--- config.mk ---
export PLATFORM = sky130hd
export DESIGN_NAME = ascon_ctrl_fsm
export DESIGN_NICKNAME = d
export VERILOG_FILES = /design/src/rtl/ascon_pack.sv /design/src/rtl/round_counter.sv /design/src/rtl/ascon_ctrl_fsm.sv
export SDC_FILE = /design/constraint.sdc
export NUM_CORES = 1
export LEC_CHECK = 0
export CORE_UTILIZATION = 46
export CTS_CLUSTER_DIAMETER = 200
export DETAILED_ROUTE_END_ITERATION = 16
export HOLD_SLACK_MARGIN = 0.15
export PLACE_DENSITY = 0.84
export SYNTH_ARGS = -nofsm -noshare
export SYNTH_HDL_FRONTEND = slang
export SYNTH_SLANG_ARGS = --single-unit
--- constraint.sdc ---
create_clock -name clock_i -period 2.5 [get_ports clock_i]
set_input_delay 0.5 -clock clock_i [delete_from_list [all_inputs] [get_ports clock_i]]
set_output_delay 0.5 -clock clock_i [all_outputs]
set_load 0.005 [all_outputs]
--- src/rtl/ascon_pack.sv ---
// Shared types and round-count constants for the ASCON-128 control FSM.
package ascon_pack;

  typedef enum logic [2:0] {
    IDLE,
    INIT,
    WAIT_AD,
    AD,
    WAIT_PT,
    PT,
    FINAL,
    DONE
  } state_t;

  localparam logic [3:0] P12_START  = 4'd0;
  localparam logic [3:0] P6_START   = 4'd6;
  localparam logic [3:0] LAST_ROUND = 4'd11;

endpackage

--- src/rtl/round_counter.sv ---
// 4-bit permutation round counter: loadable start value, saturates at the last round.
module round_counter
  import ascon_pack::*;
(
  input  logic       clk,
  input  logic       rst_n,
  input  logic       load,
  input  logic [3:0] load_value,
  input  logic       enable,
  output logic [3:0] count
);

  // Saturating so the final round index stays visible while the FSM waits.
  always_ff @(posedge clk or negedge rst_n) begin
    if (!rst_n) begin
      count <= 4'd0;
    end else if (load) begin
      count <= load_value;
    end else if (enable && (count != LAST_ROUND)) begin
      count <= count + 4'd1;
    end
  end

endmodule

--- src/rtl/ascon_ctrl_fsm.sv ---
// ASCON-128 encryption sequencer: schedules p12/p6 permutation rounds and XOR controls.
module ascon_ctrl_fsm
  import ascon_pack::*;
(
  input  logic       clock_i,
  input  logic       reset_i,
  input  logic       start_i,
  input  logic       data_valid_i,
  input  logic       last_block_i,
  output logic       data_ready_o,
  output logic       select_o,
  output logic       enable_o,
  output logic [3:0] round_o,
  output logic       xor_data_begin_o,
  output logic       xor_key_begin_o,
  output logic       xor_key_end_o,
  output logic       xor_ext_end_o,
  output logic       cipher_valid_o,
  output logic       tag_valid_o,
  output logic       busy_o
);

  state_t     state;
  state_t     state_next;
  logic       cnt_load;
  logic [3:0] cnt_load_value;
  logic [3:0] round;
  logic       last_round;

  assign last_round = (round == LAST_ROUND);
  assign round_o    = round;

  round_counter u_round_counter (
    .clk        (clock_i),
    .rst_n      (reset_i),
    .load       (cnt_load),
    .load_value (cnt_load_value),
    .enable     (enable_o),
    .count      (round)
  );

  always_ff @(posedge clock_i or negedge reset_i) begin
    if (!reset_i) begin
      state <= IDLE;
    end else begin
      state <= state_next;
    end
  end

  // The counter is preloaded on the transition into each permutation phase.
  always_comb begin
    state_next     = state;
    cnt_load       = 1'b0;
    cnt_load_value = P6_START;
    case (state)
      IDLE: begin
        if (start_i) begin
          state_next     = INIT;
          cnt_load       = 1'b1;
          cnt_load_value = P12_START;
        end
      end
      INIT:    if (last_round) state_next = WAIT_AD;
      WAIT_AD: begin
        if (data_valid_i) begin
          state_next = AD;
          cnt_load   = 1'b1;
        end
      end
      AD:      if (last_round) state_next = WAIT_PT;
      WAIT_PT: begin
        if (data_valid_i) begin
          cnt_load = 1'b1;
          if (last_block_i) begin
            state_next     = FINAL;
            cnt_load_value = P12_START;
          end else begin
            state_next = PT;
          end
        end
      end
      PT:      if (last_round) state_next = WAIT_PT;
      FINAL:   if (last_round) state_next = DONE;
      DONE:    state_next = IDLE;
      default: state_next = IDLE;
    endcase
  end

  // Moore output decode; IDLE keeps select low so reset and idle look identical.
  always_comb begin
    data_ready_o     = 1'b0;
    select_o         = 1'b1;
    enable_o         = 1'b0;
    xor_data_begin_o = 1'b0;
    xor_key_begin_o  = 1'b0;
    xor_key_end_o    = 1'b0;
    xor_ext_end_o    = 1'b0;
    cipher_valid_o   = 1'b0;
    tag_valid_o      = 1'b0;
    busy_o           = (state != IDLE);
    case (state)
      IDLE: select_o = 1'b0;
      INIT: begin
        enable_o      = 1'b1;
        select_o      = (round != P12_START);
        xor_key_end_o = last_round;
      end
      WAIT_AD, WAIT_PT: data_ready_o = 1'b1;
      AD: begin
        enable_o         = 1'b1;
        xor_data_begin_o = (round == P6_START);
        xor_ext_end_o    = last_round;
      end
      PT: begin
        enable_o         = 1'b1;
        xor_data_begin_o = (round == P6_START);
        cipher_valid_o   = (round == P6_START);
      end
      FINAL: begin
        enable_o         = 1'b1;
        xor_data_begin_o = (round == P12_START);
        xor_key_begin_o  = (round == P12_START);
        cipher_valid_o   = (round == P12_START);
        xor_key_end_o    = last_round;
      end
      DONE:    tag_valid_o = 1'b1;
      default: select_o = 1'b1;
    endcase
  end

endmodule

==> reports/metrics.cfg <==
[clocking]
cts_tree=done
clk_pin_slew_ns=0.05
cts_buffers=3
clock_sinks=7
clock_latency_ns=0.24
cts_hold_buf=0
cts_max_level=1
clock_path_buffers=2
cts_root_buf=clkbuf_4

[flow_run]
maxCapViolCount=0

[worst_setup_path]
cp-end-kind=output pin
crit_required_ns=2.00
timing.rr.start=state[2]
critPathLaunch=u_round_counter.count[1]
path_class=reg2out
arrival_ns=1.87
start_kind=flip-flop
path_max_fanout=6

[pwr]
swShare=0.416
p_comb_frac=0.600
power.switching_uw=325
p_per_area_nw_per_um2=834
power_frac_seq=0.272
power_leakage_nw=0.365
intPower_uw=456
vdd_drop_max_uv=628
power_frac_clock=0.128

[sta]
hold_ws_ns=0.519
hold_viol=0
clock-skew-final_ns=0.00231
fmaxAchievable_ghz=0.422
fin_ws_ns=0.130
rsz0062_at_grt=false
setup-tns-final_ns=0
setup-violations-final=0
drv_slew=0
max_slew.worst_pin.slew_ns=0.380
finalCriticalPeriod_ns=2.37
max-slew-margin-rel=0.746
fin_crit_sh=0.948

[min_path]
worstHoldPathType=in2async

[synthesis]
synth_area_um2=719
ys_async_sr_fraction=1.00
synth_edf_count=0
ys_ff_latch=7
ys_seq_area_frac=0.243
yosysUniqueCellTypes=37
synth_warnings=0
ys.flop_type=dfrtp_1
postSynthCellCount=82
syn_nets=90
avgSynthCellArea_um2=8.77

[finish]
nFillCells=108
ff_latch_area_um2=175
nets=111
num_antenna_cells=0
final_layout_size_suffix_gt1_frac=0.216
syn_to_final_growth_pct=30.1
multiInputGateArea_um2=483

[route]
drt_iter0_markers=7
drt-wirelength-per-cell_um=15.0
first_pass_iters=3
wirelength_um=1750
route.detailed.drc=0
vias=678
vias_per_cell=5.79
final_antenna_net_count=0

[floorplan]
dieArea_um2=1730
pin_count=19
start_util=0.520
die-height_um=41.5
coreArea_um2=1380
core.rowCount=13
die-width_um=41.5

[place]
dpl.hpwl_um=1210
port_buffers=18
place_worst_setup_slack_ns=0.277
gp_congestion=0.779

[global_route]
grt_pass1_wl_um=2860
grt_antenna_before_repair=0
grt_overflow_total=0
grt_pass1_vias=644
grt.total_usage=0.212
grt_max_degree=13

[status]
status=complete, no violations

[synthesized netlist by cell type (2+ instances only)]
library cell  count  area, um^2
inv_1             4        15.0
nor3_2            2        20.0
buf_6             2        22.5
nand2_1           5        18.8
nor2_1            7        26.3
buf_4             4        30.0
o21ai_0           6        30.0
nor3_1            2        10.0
xnor2_1           2        17.5
o21bai_1          3        22.5
a21oi_1           8        40.0
dfrtp_1           7         175
ha_1              3        37.5
nor3b_1           4        30.0
[final timing paths]
| check | to | slack, ns | cells after the start |
|---|---|---|---|
| max in group asynchronous | state[1] | 1.74 | 1 |
| min in group clock_i | state[1] | 0.58 | 1 |
| worst min register to register | state[1] | 0.58 | 1 |
| worst max register to register | u_round_counter.count[2] | 0.80 | 5 |
| worst min-delay path | u_round_counter.count[0] | 0.52 | 1 |
| worst max-delay path | xor_ext_end_o | 0.13 | 4 |
[state kept, by name, summed over array words and instances (netlist names)]
register               count
state                      3
u_round_counter.count      4
[cells in the final DEF, fill, tap and decap left out, types with 2 or more instances in the layout]
cell type        instances
a21oi_1                  8
buf_4                    5
clkbuf_4                 3
clkdlybuf4s50_1         18
dfrtp_1                  7
ha_1                     3
inv_1                    4
nand2_1                  5
nor2_1                   7
nor3_2                   3
nor3b_1                  3
o21ai_0                  6
o21bai_1                 3
xnor2_1                  2
[logic make-up after synthesis]
kind of cell | synth area share
flops | 0.243
buf+inv | 0.0991
simple gates | 0.257
fa+ha+maj | 0.0522
mux | 0.0313
compound gates | 0.280
xor+xnor | 0.0365
[power by group through the flow]
stage	logic (mW)	clock network (mW)	registers, mW
floorplan	0.294	0	0.192
global placement	0.439	0	0.207
detailed placement	0.450	0	0.208
CTS	0.461	0.104	0.208
global route	0.505	0.110	0.217
finish	0.468	0.100	0.212
[layout make-up]
class,instances,share of cell area
timing repair buffer,23,0.233
tap,15,0.0201
inverter,4,0.0160
multi-input combinational,64,0.516
sequential,7,0.187
clock buffer,4,0.0281
[critical path, cell delays in order, from the launching register on]
cell	delay (ns)
dfrtp_1	0.43
ha_1	0.24
nand3b_1	0.14
nor3_2	0.26
clkdlybuf4s50_1	0.55
[what timing repair did]
action,CTS,global route
pin swaps,0,1
setup buffers,0,1
resized for setup,1,1
setup endpoints to repair,1,2
[per-layer routing]
| metal | vias to the layer above | track usage | part of all wire |
|---|---|---|---|
| li1 | 333 | - | - |
| met1 | 324 | 0.274 | 0.45 |
| met2 | 17 | 0.341 | 0.49 |
| met3 | 4 | 0.0217 | 0.034 |
| met4 | 0 | 0.123 | 0.024 |
| met5 | - | 0 | 0 |
[through the flow]
step | std cells | power, mW | util | cell area, um^2
3_3_place_gp | 112 | 0.646 | 0.645 | 892
5_1_grt | 117 | 0.832 | 0.677 | 936
4_1_cts | 116 | 0.773 | 0.668 | 923
2_1_floorplan | 82 | 0.485 | - | 719
6_report | 117 | 0.781 | 0.677 | 936
3_5_place_dp | 112 | 0.658 | 0.645 | 892
Note: power is estimated with default switching activity, not from simulation.
==> RTL change 1 (same flow settings) <==
Make the reset (`reset_i` and `rst_n`) synchronous in 2 clocked blocks.
--- a/src/rtl/round_counter.sv
+++ b/src/rtl/round_counter.sv
@@ -11,7 +11,7 @@
 );
 
   // Saturating so the final round index stays visible while the FSM waits.
-  always_ff @(posedge clk or negedge rst_n) begin
+  always_ff @(posedge clk) begin
     if (!rst_n) begin
       count <= 4'd0;
     end else if (load) begin
--- a/src/rtl/ascon_ctrl_fsm.sv
+++ b/src/rtl/ascon_ctrl_fsm.sv
@@ -39,7 +39,7 @@
     .count      (round)
   );
 
-  always_ff @(posedge clock_i or negedge reset_i) begin
+  always_ff @(posedge clock_i) begin
     if (!reset_i) begin
       state <= IDLE;
     end else begin
Behaviour: differs if reset_i is asserted again (counterexample within 4 cycles, from zero or initial values and one cycle with reset_i low); with reset_i held inactive, the same outputs for 10 cycles.
==> RTL change 1 against the unedited design <==
- area after synthesis fell by 21%
- die area fell by 20%
- routed wire length fell by 31%
- sequential cell count did not move
- cell count fell by 9.4%
- final area fell by 17%
- setup slack got worse by 0.0075 ns
Power is not compared: it rests on default switching activity, and its combinational part moved more than twofold at a synthesized area within 25%.
==> RTL change 1: results (changes against the unedited design) <==
Yosys
  – Compound-Gate Fraction of Synth Area: 23.7% (-4.3 points)
  – Main synth FF type: dfxtp_1
  – Synth top area cells: dfxtp_1 25%, ha_1 6.6%, nor2_1 5.3%
  – Post-synth top cells: 8 x nor2_1, 7 x dfxtp_1, 6 x nand2_1
  – Xor/xnor share of the synthesized area: 5.93% (+2.3 points)
  – Sequential element share of the synthesized area: 24.6% (+0.27 points)
  – Ys async rst share: 0% (-100 points)

Placed design
  – # placed instances: 102 (-8.9%)
  – Final RePlAce weighted congestion: 0.773 (-0.82%)
  – DP HPWL: 946 um (-22%)

Clock network
  – Post_cts resized: 0 (-1)

Global route
  – GRT Resource Usage Total: 20.1% (-1.1 points)
  – First-pass GRT wire length: 1.95 mm (-32%)
  – Vias in the first global route: 451 (-30%)

Run status
  – Outcome: finished clean

Finish
  – Non-CTS buffers: 19 (-17%)
  – Clock buf/inv share: 3.39% (+0.58 points)
  – Invs w/o clock: 5 (+1)
  – Layout cells sized above 1: 7.61% (-14 points)
  – Post-Layout Cell Count: 106 (-9.4%)
  – Number of fill cells: 103 (-4.6%)
  – Layout non-clock buf frac: 24.2% (+0.93 points)
  – Seq area share: 18.1% (-0.65 points)

Setup path
  – Setup slack, reg-to-reg: 0.78 ns (-0.02 ns)
  – R2R Path End: state[1]
  – FF-to-FF Start: state[1]

Drt
  – Routed wire length per instance: 11.4 um (-24%)
  – DR iter-0 viols: 17 (+10)
  – 1st-pass router iterations: 4 (+1)

STA
  – Final Skew: 0.00630 ns (+0.00398 ns)
  – Worst hold slack: 0.595 ns (+0.0766 ns)
  – Slew @ Worst Pin: 0.492 ns (+0.112 ns)
==> RTL change 1: through the flow <==
| step | total power [mW] | util (%) | area [sq um] | setup WS, ns |
|---|---|---|---|---|
| 2_1_floorplan | 0.214 | - | 569 | 0.979 |
| 3_3_place_gp | 0.255 | 66.6 | 749 | 0.445 |
| 3_5_place_dp | 0.257 | 66.6 | 749 | 0.401 |
| 4_1_cts | 0.359 | 68.9 | 776 | 0.112 |
| 5_1_grt | 0.382 | 68.9 | 776 | 0.0337 |
| 6_report | 0.355 | 68.9 | 776 | 0.122 |
==> RTL change 1: cell families after synthesis <==
group | after synthesis
AO/OA/AOI/OAI | 19
XOR/XNOR | 3
adder cells (fa/ha/maj) | 3
buffers and inverters | 9
flip-flops | 7
multiplexers | 1
AND/OR/NAND/NOR | 31
==> RTL change 1: metal layers <==
layer	global-route usage (%)	up-vias	part of all wire (%)
li1	-	294	-
met1	26.1	262	49
met2	30.7	10	49
met3	5.49	0	1.7
met4	8.33	0	0
met5	0	-	0
==> RTL change 2 (same settings) <==
Made on the original files. Re-encode `state_t` (8 states) as one-hot, 8 bits wide.
--- a/src/rtl/ascon_pack.sv
+++ b/src/rtl/ascon_pack.sv
@@ -1,15 +1,15 @@
 // Shared types and round-count constants for the ASCON-128 control FSM.
 package ascon_pack;
 
-  typedef enum logic [2:0] {
-    IDLE,
-    INIT,
-    WAIT_AD,
-    AD,
-    WAIT_PT,
-    PT,
-    FINAL,
-    DONE
+  typedef enum logic [7:0] {
+    IDLE    = 8'b00000001,
+    INIT    = 8'b00000010,
+    WAIT_AD = 8'b00000100,
+    AD      = 8'b00001000,
+    WAIT_PT = 8'b00010000,
+    PT      = 8'b00100000,
+    FINAL   = 8'b01000000,
+    DONE    = 8'b10000000
   } state_t;
 
   localparam logic [3:0] P12_START  = 4'd0;
Function: no difference found for any inputs over 10 cycles, from zero or initial values and one cycle with reset_i low; not proved beyond that.
==> RTL change 2 against the unedited design <==
- utilization is 0.48 points higher
- largest cell class unchanged
- total power increased by 62%
- final area grew 41%
- critical path type unchanged
- area after synthesis up 31%
- first-iteration DRC count grew to 6.6 times the old value
- largest power group unchanged
- the run now ends with setup timing left
- setup slack worse by 0.13 ns
- sequential cell count rose by 5
- sequential share of layout area rose by 4.5 points
- worst hold slack better by 0.072 ns
- routed wire length rose by 48%
- count of clock-buffer cells in the layout is the same
- register-to-register slack lost 0.30 ns
==> RTL change 2: results (changes against the unedited design) <==
Run status
  – Outcome: complete, but fails checks
  – Failing checks: setup timing

Drt
  – DR iter-0 viols: 46 (+39)
  – Routed wire length per instance: 15.3 um (+2.0%)
  – 1st-pass router iterations: 4 (+1)
  – Vias/cell: 5.71 (-1.5%)
  – Via Count: 970 (+43%)
  – DRT antenna net count: 0 (unchanged)

STA
  – Slew margin rel.: 60.9% (-14 points)
  – Final Skew: 0.00137 ns (-0.000942 ns)
  – Final setup vio count: 1 (+1)
  – Setup WS post-layout: -0.00483 ns (-0.135 ns)

Setup path
  – CP max FO: 8 (+2)
  – Arrival time at the worst endpoint: 2.00 ns (+0.13 ns)
  – R2R Path End: state[3]
  – FF-to-FF Start: state[1]
  – Setup slack, reg-to-reg: 0.50 ns (-0.30 ns)
  – Worst path max stage delay: 0.54 ns
  – Reg2Reg Depth: 7 (+2)
  – Cell at the slowest stage of the critical path: clkdlybuf4s50_1

Placed design
  – # placed instances: 157 (+40%)
  – DP HPWL: 1.81 mm (+49%)
  – PortBufs: 18 (unchanged)
  – Pre-CTS setup slack: 0.0329 ns (-0.244 ns)
  – Final RePlAce weighted congestion: 0.931 (+20%)

Pwr
  – Leak: 0.604 nW (+65%)
  – Reg power frac: 24.6% (-2.6 points)
  – P_int: 721 uW (+58%)
  – Maximum VDD drop: 0.782 mV (+25%)

Global route
  – Initial antenna violation count: 0 (unchanged)
  – Largest net degree at the start of global routing: 13 (unchanged)
  – GRT Resource Usage Total: 26.2% (+5.0 points)
  – Vias in the first global route: 867 (+35%)
  – First-pass GRT wire length: 4.00 mm (+40%)

Yosys
  – Sequential element share of the synthesized area: 32.0% (+7.7 points)
  – Post-synth top cells: 11 x dfrtp_1, 10 x inv_1, 10 x nor2_1
  – Synth top area share: 29.2% (+4.9 points)
  – Cell variety after synth: 41 (+11%)
  – Main synth FF type: dfrtp_1
  – Mean post-synth cell area: 8.89 sq um (+1.3%)
  – Synth top area cells: dfrtp_1 29%, ha_1 4.0%, inv_1 4.0%
  – Post-synth net total: 114 (+27%)
  – Ys Warns: 0 (unchanged)

Clock network
  – Clock root cell: clkbuf_4
  – Num CTS Buffers: 3 (unchanged)
  – H-tree depth: 1 (unchanged)
  – Worst-path clk slew: 0.08 ns (+0.03 ns)
  – Max clock buf depth: 2 (unchanged)
  – Clock insertion delay at the later pin of the skew report: 0.28 ns (+0.04 ns)

Finish
  – Antenna cells: 0 (unchanged)
  – Layout cells sized above 1: 31.5% (+9.9 points)
  – Top flop regs: state x8, u_round_counter.count x4
  – Nets: 152 (+37%)

Worst hold path
  – Min-Delay Path Class: primary input to asynchronous set/reset pin
RTL change 2: changes by cell type after synthesis, sizes merged, moves of 3 or more:
| cell | unedited run | this run |
|---|---|---|
| dfrtp | 7 | 11 |
| or2b | 0 | 3 |
| a21oi | 8 | 5 |
| nand3 | 0 | 4 |
| inv | 4 | 10 |
| nor3b | 4 | 0 |
| nor3 | 4 | 7 |
| nand2 | 5 | 9 |
RTL change 2: worst max path at each step:
stage	startpoint	endpoint	slack, ns	cells after the start
floorplan	state[6]	cipher_valid_o	0.60	4
global placement	state[7]	cipher_valid_o	0.10	5
detailed placement	state[7]	cipher_valid_o	0.03	5
CTS	state[1]	enable_o	0.004	5
global route	state[5]	data_ready_o	-0.05	6
finish	state[5]	data_ready_o	-0.005	6
RTL change 2: metal layers:
metal  part of all wire (%)  vias up  wire length (um)  track usage (%)
li1                       -      451                 -                -
met1                     42      455              1090             33.9
met5                      0        -                 0                0
met3                    7.4        9               191             5.77
met4                    2.3        0                60             13.7
met2                     48       55              1250             40.5
RTL change 2: power groups by stage:
stage / Clock (mW) / Sequential, mW / Combinational, mW
after floorplan: 0 / 0.287 / 0.477
after global placement: 0 / 0.324 / 0.676
after detailed placement: 0 / 0.328 / 0.685
after CTS: 0.133 / 0.306 / 0.765
after global routing: 0.142 / 0.314 / 0.891
final: 0.131 / 0.311 / 0.821
RTL change 2: cell type report:
cell class | instances | area (sq um)
Inverter | 10 | 37.5
Timing Repair Buffer | 37 | 327
Sequential cell | 12 | 308
Clock buffer | 4 | 26.3
Fill cell | 167 | 618
Tap cell | 27 | 33.8
Multi-Input combinational cell | 80 | 592
RTL change 2: per-stage QoR:
step	TNS, ns	util [%]	hold slack (ns)	power [mW]	area [sq um]
after CTS	0	65.7	0.592	1.20	1270
after global placement	0	61.5	0.607	1.00	1190
after global routing	-0.0965	68.2	0.617	1.35	1320
after detailed placement	0	61.5	0.619	1.01	1190
after floorplan	0	-	0.204	0.764	942
final	-0.00483	68.2	0.591	1.26	1320
RTL change 2: repair_timing:
item | CTS | global route
endpoints found under the hold margin | 0 | 0
setup endpoints to repair | 7 | 7
buffers inserted | 4 | 5
resized for setup | 11 | 10
pin swaps | 4 | 4
RTL change 2: kinds of logic (layout without fill, tap and decap cells):
family	after synthesis	count (layout)	share of synthesized area [%]
and+or+nand+nor	44	44	26.6
AOI/OAI and AO/OA	24	24	20.1
buffers and inverters	14	51	7.97
DFF	12	12	32.0
xor gates and xnor gates	5	5	4.65
muxes	4	4	4.78
adders and majority gates	3	3	3.98
RTL change 2: worst max-delay path: cells and delay by family (launching register included):
| kind | cells | cell delay, ns |
|---|---|---|
| DFF | 1 | 0.46 |
| AOI/OAI and AO/OA | 1 | 0.18 |
| buffers and inverters | 3 | 0.86 |
| and+or+nand+nor | 2 | 0.23 |
